`src/rtl/pipe_ctrl.sv`:
```
// Pipeline sequencer: run-mode FSM, execute latency counter, per-stage update codes, perf counters.
// upd/ex_done are combinational from state+inputs; everything else is registered (1 cycle); ex_busy stalls completion.
module pipe_ctrl #(
   parameter int NSTAGE = 3,
   parameter int LAT_W  = 5,
   parameter int CNT_W  = 32
) (
   input  logic                  clk,
   input  logic                  rstn,
   input  logic                  boot_req,
   input  logic                  load_done,
   input  logic                  boot_ack,
   input  logic                  stop_req,
   input  logic                  resume,
   input  logic [LAT_W-1:0]      exec_wait,
   input  logic                  ex_busy,
   input  logic                  hazard,
   input  logic                  redirect,
   output logic [2*NSTAGE-1:0]   upd,
   output logic [1:0]            mode,
   output logic                  ex_done,
   output logic                  ex_start,
   output logic [CNT_W-1:0]      cyc_cnt,
   output logic [CNT_W-1:0]      stall_cnt
);

   typedef enum logic [1:0] {
      ST_IDLE = 2'd0,
      ST_LOAD = 2'd1,
      ST_EXEC = 2'd2,
      ST_HALT = 2'd3
   } mode_e;

   localparam logic [1:0] UPD_HOLD  = 2'b00;
   localparam logic [1:0] UPD_ADV   = 2'b01;
   localparam logic [1:0] UPD_FLUSH = 2'b10;

   mode_e            mode_q, mode_d;
   logic [LAT_W-1:0] lat_q, lat_d;
   logic             stop_mask_q, stop_mask_d;
   logic             ex_start_q, ex_start_d;
   logic [CNT_W-1:0] cyc_cnt_q, cyc_cnt_d;
   logic [CNT_W-1:0] stall_cnt_q, stall_cnt_d;
   logic             halt_now;

   assign ex_done  = (mode_q == ST_EXEC) && (lat_q == exec_wait) && !ex_busy;
   // A stop retiring for the second time (after resume) is masked so it advances instead of re-halting.
   assign halt_now = ex_done && stop_req && !stop_mask_q;

   always_comb begin
      upd = '0;
      for (int i = 0; i < NSTAGE; i++) begin
         case (mode_q)
            ST_IDLE, ST_LOAD: upd[2*i +: 2] = UPD_FLUSH;
            ST_HALT:          upd[2*i +: 2] = UPD_HOLD;
            default: begin
               if (!ex_done || halt_now) begin
                  upd[2*i +: 2] = UPD_HOLD;
               end else if (i == 0) begin
                  upd[2*i +: 2] = (redirect || !hazard) ? UPD_ADV : UPD_HOLD;
               end else if (i == 1) begin
                  upd[2*i +: 2] = (hazard || redirect) ? UPD_FLUSH : UPD_ADV;
               end else begin
                  upd[2*i +: 2] = UPD_ADV;
               end
            end
         endcase
      end
   end

   always_comb begin
      mode_d      = mode_q;
      lat_d       = '0;
      stop_mask_d = stop_mask_q;
      ex_start_d  = ex_done;
      cyc_cnt_d   = cyc_cnt_q;
      stall_cnt_d = stall_cnt_q;
      case (mode_q)
         ST_IDLE: begin
            if (boot_req) mode_d = ST_LOAD;
         end
         ST_LOAD: begin
            stop_mask_d = 1'b0;
            if (load_done && boot_ack) mode_d = ST_EXEC;
         end
         ST_EXEC: begin
            if (ex_done) begin
               lat_d = '0;
            end else if (lat_q < exec_wait) begin
               lat_d = lat_q + LAT_W'(1);
            end else begin
               lat_d = lat_q;
            end
            if (halt_now) begin
               mode_d      = ST_HALT;
               stop_mask_d = 1'b1;
            end else if (ex_done) begin
               stop_mask_d = 1'b0;
            end
            if (cyc_cnt_q != '1) cyc_cnt_d = cyc_cnt_q + CNT_W'(1);
            if (upd[1:0] != UPD_ADV && stall_cnt_q != '1) stall_cnt_d = stall_cnt_q + CNT_W'(1);
         end
         default: begin
            if (boot_req) begin
               mode_d = ST_LOAD;
            end else if (resume) begin
               mode_d = ST_EXEC;
            end
         end
      endcase
      if (mode_d == ST_LOAD && mode_q != ST_LOAD) begin
         cyc_cnt_d   = '0;
         stall_cnt_d = '0;
      end
   end

   always_ff @(posedge clk) begin
      if (!rstn) begin
         mode_q      <= ST_IDLE;
         lat_q       <= '0;
         stop_mask_q <= 1'b0;
         ex_start_q  <= 1'b0;
         cyc_cnt_q   <= '0;
         stall_cnt_q <= '0;
      end else begin
         mode_q      <= mode_d;
         lat_q       <= lat_d;
         stop_mask_q <= stop_mask_d;
         ex_start_q  <= ex_start_d;
         cyc_cnt_q   <= cyc_cnt_d;
         stall_cnt_q <= stall_cnt_d;
      end
   end

   assign mode      = mode_q;
   assign ex_start  = ex_start_q;
   assign cyc_cnt   = cyc_cnt_q;
   assign stall_cnt = stall_cnt_q;

endmodule

```
`config.mk`:
```
export PLATFORM = sky130hd
export DESIGN_NAME = pipe_ctrl
export DESIGN_NICKNAME = d
export VERILOG_FILES = /design/src/rtl/pipe_ctrl.sv
export SDC_FILE = /design/constraint.sdc
export NUM_CORES = 1
export LEC_CHECK = 0
export CORE_UTILIZATION = 45
export CTS_CLUSTER_SIZE = 14
export DETAILED_ROUTE_END_ITERATION = 7
export PLACE_DENSITY = 0.77
export SYNTH_ARGS = -nofsm -noshare
export SYNTH_HDL_FRONTEND = slang
export SYNTH_SLANG_ARGS = --single-unit
```
`constraint.sdc`:
```
create_clock -name clk -period 2.24 [get_ports clk]
set_clock_uncertainty 0.2 [all_clocks]
set_input_delay 0.448 -clock clk [delete_from_list [all_inputs] [get_ports clk]]
set_output_delay 0.448 -clock clk [all_outputs]
set_load 0.01 [all_outputs]
```
# [After elaboration in Yosys (flattened, before gate mapping)]
# Index checks and enable logic that the tools add are counted.
[op_classes] add_sub_neg=3 multipliers=0 n_div=0 order_cmp=1 eq_ne=10 n_shift=0 muxes=17 bitwise=2 n_reduce_logical=22
[op_table] op="$add A32 B1 Y32 const B" n=2
[op_table] op="$ne A32 B32 Y1 const B" n=2
[op_table] op="$mux W2" n=7
[op_table] op="$pmux W2 S2" n=3
[op_table] op="$logic_and A1 B1 Y1" n=7
[op_table] op="$pmux W2 S3" n=1
[op_table] op="$reduce_and A2 Y1" n=3
[op_table] op="$add A5 B1 Y5 const B" n=1
[op_table] op="$eq A5 B5 Y1" n=1
[op_table] op="$lt A5 B5 Y1" n=1
[op_table] op="$mux W1" n=5
[op_table] op="$eq A2 B1 Y1 const B" n=2
[op_table] op="$eq A2 B2 Y1 const B" n=2
[op_table] op="$logic_not A1 Y1" n=4
[op_table] op="$ne A2 B1 Y1 const B" n=2
[op_table] op="$reduce_or A2 Y1" n=2
[op_table] op="$logic_or A1 B1 Y1" n=3
[op_table] op="$ne A3 B3 Y1 const B" n=1
[op_table] op="$reduce_or A3 Y1" n=1
[op_table] op="$logic_not A2 Y1" n=1
[op_table] op="$not A1 Y1" n=2
[op_table] op="$pmux W1 S2" n=1
[op_table] op="$reduce_bool A2 Y1" n=1
[totals] reg_bits=73 latch_bits=0 ram_bits=0 romBits=0 inputBits=15 wordCells=61 n_memories=0

# [Longest topological paths before layout]
[depth] word_depth=11 mapped_depth=9 mapped_depth_nobuf=8

# [Worst setup path before layout]
# Ideal clock, no wire load.
[synth_path] path_type="input port to output port" startpoint="in exec_wait[3]" endpoint="out upd[3]" t_arrival_ps=1749 required_ps=1592 slack_ps=-157 path_stages=6 cell_sequence="inv_1 > ha_1 > nand4_1 > nor3_1 > nand2b_1 > o21ai_0"
[synth_between] elab_chain_cells=8
[synth_lines] item="start: declaration" line="15" rtl="input logic [LAT_W-1:0] exec_wait,"
[synth_lines] item="$eq A5 B5 Y1 (*)" line="46" rtl="assign ex_done = (mode_q == ST_EXEC) && (lat_q == exec_wait) && !ex_busy;"
[synth_lines] item="$logic_and A1 B1 Y1 (*) (2 in a row)" line="46"
[synth_lines] item="via ex_done" line="21" rtl="output logic ex_done,"
[synth_lines] item="$logic_and A1 B1 Y1 (2 in a row)" line="48" rtl="assign halt_now = ex_done && stop_req && !stop_mask_q;"
[synth_lines] item="$logic_or A1 B1 Y1 (*)" line="57" rtl="if (!ex_done || halt_now) begin"
[synth_lines] item="$mux W2 (*)" line="57"
[synth_lines] item="$pmux W2 S2 (*)" line="53" rtl="case (mode_q)"
[synth_lines] item="end: declaration" line="19" rtl="output logic [2*NSTAGE-1:0] upd,"
# Mark *: on every way through the listed nets, which the timed path passes. The rest lies on a longest branch.

# [Worst setup path after layout]
[layout_path] startpoint="in exec_wait[3]" endpoint="out upd[2]"
[layout_between] elab_chain_cells=8
[layout_lines] item="$eq A5 B5 Y1 (*)" line="46"
[layout_lines] item="$logic_and A1 B1 Y1 (*) (2 in a row)" line="46"
[layout_lines] item="$logic_and A1 B1 Y1 (2 in a row)" line="48"
[layout_lines] item="$logic_or A1 B1 Y1 (*)" line="57"
[layout_lines] item="$mux W2 (*)" line="57"
[layout_lines] item="$pmux W2 S2 (*)" line="53"
# Every way passes the cells marked *; elsewhere a longest branch is shown, timed or not.

==> results.yml <==
route:
  num_vias: 3842
  drt_iter0_drc: 178
  routed_wl_um: 10300
  drc: 0
  via_per_inst: 5.35
  wl_per_cell_um: 14.3
  dr.pass1.iters: 4
  drt.antenna.violating_nets: 0
floorplanning:
  ios: 89
  fp.dieH_um: 92.4
  rows: 32
  die_w_um: 92.4
  die_area_um2: 8540
  coreArea_um2: 7810
  initial_core_util: 0.471
critical_path:
  cp_max_fo: 3
  worstPathArrival_ns: 1.79
  critPathRequiredTime_ns: 1.59
  start_kind: "primary input"
  path_class: "in2out"
  crit_path_end_kind: "output port"
pwr:
  power.share.switching: 0.228
  seq_power_share: 0.540
  irDropWorstVdd_v: 0.000269
  power.leakage_nw: 2.14
  switching_power_uw: 551
  clkPwrFrac: 0.387
  pwr-share-comb: 0.073
  intPower_mw: 1.86
  power_density_nw_per_um2: 420
timing:
  max_freq_ghz: 0.410
  rsz0062_at_grt: "yes"
  report.final.setup_viol: 23
  worst_slack_ns: -0.201
  final_max_slew_viol_count: 0
  slew_headroom: 0.714
  fin_crit_ns: 2.44
  fin_tns_setup_ns: -2.26
  worstMarginPinSlew_ns: 0.428
  whs_ns: 0.307
  fin_crit_sh: 1.09
  finalHoldViolCount: 0
clock_network:
  cts_made_buffers: 9
  clk_path_buf_depth: 2
  cts_tree: "yes"
  cts_root_buf: "clkbuf_8"
  postCtsHoldBufs: 0
  cts_sinks: 73
  htree_levels: 3
  cts.clk_slew.worst_paths_ns: 0.08
  insertion_delay_ns: 0.34
logic_synthesis:
  synth_edf_count: 0
  syn-cell-area_um2: 3680
  yosysTopAreaCellShare: 0.397
  yosys-top-cells-area: "dfxtp_1 40%, nor2_1 7.1%, xor2_1 6.4%"
  yosys_warnings: 0
  synth_top_cells_by_count: "73 x dfxtp_1, 70 x nor2_1, 39 x nand2_1, 27 x xor2_1, 24 x nand4_1"
  synth.distinct_cells: 50
  yosys.cell_count.top_type: "dfxtp_1"
  ys.flop_type: "dfxtp_1"
  synth_cells: 440
  syn_nets: 463
  ys_seq_area_frac: 0.397
  yosysTopAreaCell: "dfxtp_1"
  ys_async_sr_fraction: 0
  synth_seq_cells: 73
  syn_area_per_cell_um2: 8.36
grt:
  met3_usage: 0.0443
  antenna_found_initial: 0
  use_met2: 0.404
  grt_pass1_vias: 3757
  grt_max_degree: 27
  track_usage: 0.242
  grt-ovfl-total: 0
  gr-max-usage-layer: "met2"
  grt_pass1_wl_um: 16800
  gr-usage-met1: 0.306
layout:
  final_nets: 637
  n_antenna_cell: 0
  syn_to_final_growth_pct: 56.1
  drive_gt1_frac: 0.271
status:
  run_status: "finished, violations left"
  violations: "negative setup slack"
min_path:
  min_path_type: "reg2reg"
job:
  cap_violations: 0
placement:
  dp_hpwl_um: 7050
  port_buffers: 88
  routabilityCongestion: 0.851
## per-layer routing
metal,up-vias,wire length [um]
met5,-,0
met4,0,179
met3,16,513
met2,103,4860
met1,1819,4700
li1,1904,-
## final cells by class
type | instances | area (um2)
clock buffer | 13 | 169
multi-input combinational | 339 | 2350
tap | 102 | 128
sequential | 73 | 1470
inverter | 12 | 57.6
fill | 566 | 2060
timing repair buffer | 179 | 1570
## power groups by stage
stage | combinational [mW] | clock (mW) | sequential, mW
after global routing | 0.193 | 1.01 | 1.30
after CTS | 0.167 | 0.945 | 1.30
final | 0.176 | 0.934 | 1.30
after global placement | 0.159 | 0 | 1.33
after detailed placement | 0.162 | 0 | 1.33
after floorplan | 0.0772 | 0 | 1.33
## stage by stage
| step | cell area (um2) | setup slack, ns | util | instances | power, mW |
|---|---|---|---|---|---|
| 2_1_floorplan | 3760 | -0.0157 | - | 440 | 1.41 |
| 3_3_place_gp | 5280 | -0.793 | 0.677 | 692 | 1.49 |
| 3_5_place_dp | 5280 | -0.851 | 0.677 | 692 | 1.49 |
| 4_1_cts | 5640 | -0.226 | 0.722 | 715 | 2.41 |
| 5_1_grt | 5740 | -0.330 | 0.736 | 718 | 2.50 |
| 6_report | 5740 | -0.201 | 0.736 | 718 | 2.41 |
## cells in the final DEF (no fill, tap or decap), types with 9 or more instances in the layout
cell and n:
a21oi_1 9, and4_1 11, buf_4 84, buf_6 9, clkbuf_8 12, clkdlybuf4s50_1 78, dfxtp_1 66, nand2_1 35
nand3_1 17, nand4_1 24, nor2_1 65, o21ai_0 10, or3_1 9, xnor2_1 20, xor2_1 26
## kinds of logic (layout without fill, tap and decap cells)
logic type | Yosys count | in the layout | synth area share
adders and majority gates | 8 | 8 | 0.0272
DFF | 73 | 73 | 0.397
muxes | 5 | 5 | 0.0136
buffers and inverters | 28 | 204 | 0.0330
and+or+nand+nor | 233 | 233 | 0.330
xor gates and xnor gates | 49 | 49 | 0.117
AOI/OAI and AO/OA | 44 | 44 | 0.0820
## worst paths after layout
| kind | slack, ns | endpoint | startpoint | cells past startpoint |
|---|---|---|---|---|
| worst min register to register | 0.31 | stall_cnt[31]$_SDFFE_PP0P_ | stall_cnt[31]$_SDFFE_PP0P_ | 2 |
| worst max-delay path | -0.20 | upd[2] | exec_wait[3] | 9 |
| worst max register to register | -0.14 | stall_cnt[10]$_SDFFE_PP0P_ | lat_q[0]$_SDFFE_PP0N_ | 11 |
| worst min-delay path | 0.31 | stall_cnt[31]$_SDFFE_PP0P_ | stall_cnt[31]$_SDFFE_PP0P_ | 2 |
## flip-flops by register name, summed over array words and instances (netlist names)
signal and count:
ex_start 1, cyc_cnt 32, mode 2, stop_mask_q 1, lat_q 5, stall_cnt 32
## worst max-delay path: stages
cell and delay [ns]:
dlygate4sd2_1 0.21, inv_2 0.04, ha_4 0.26, nand4_1 0.13, nor3_2 0.18, nand2b_1 0.15, buf_6 0.15, nor3_2 0.09
buf_2 0.15
## what timing repair did
item                       in CTS  in global routing
pin swaps                      30                 20
setup endpoints to repair      39                 48
buffers inserted               12                  5
resized for setup              59                 30
gates cloned                    1                  0
No activity file was read; power rests on OpenSTA's default activity.
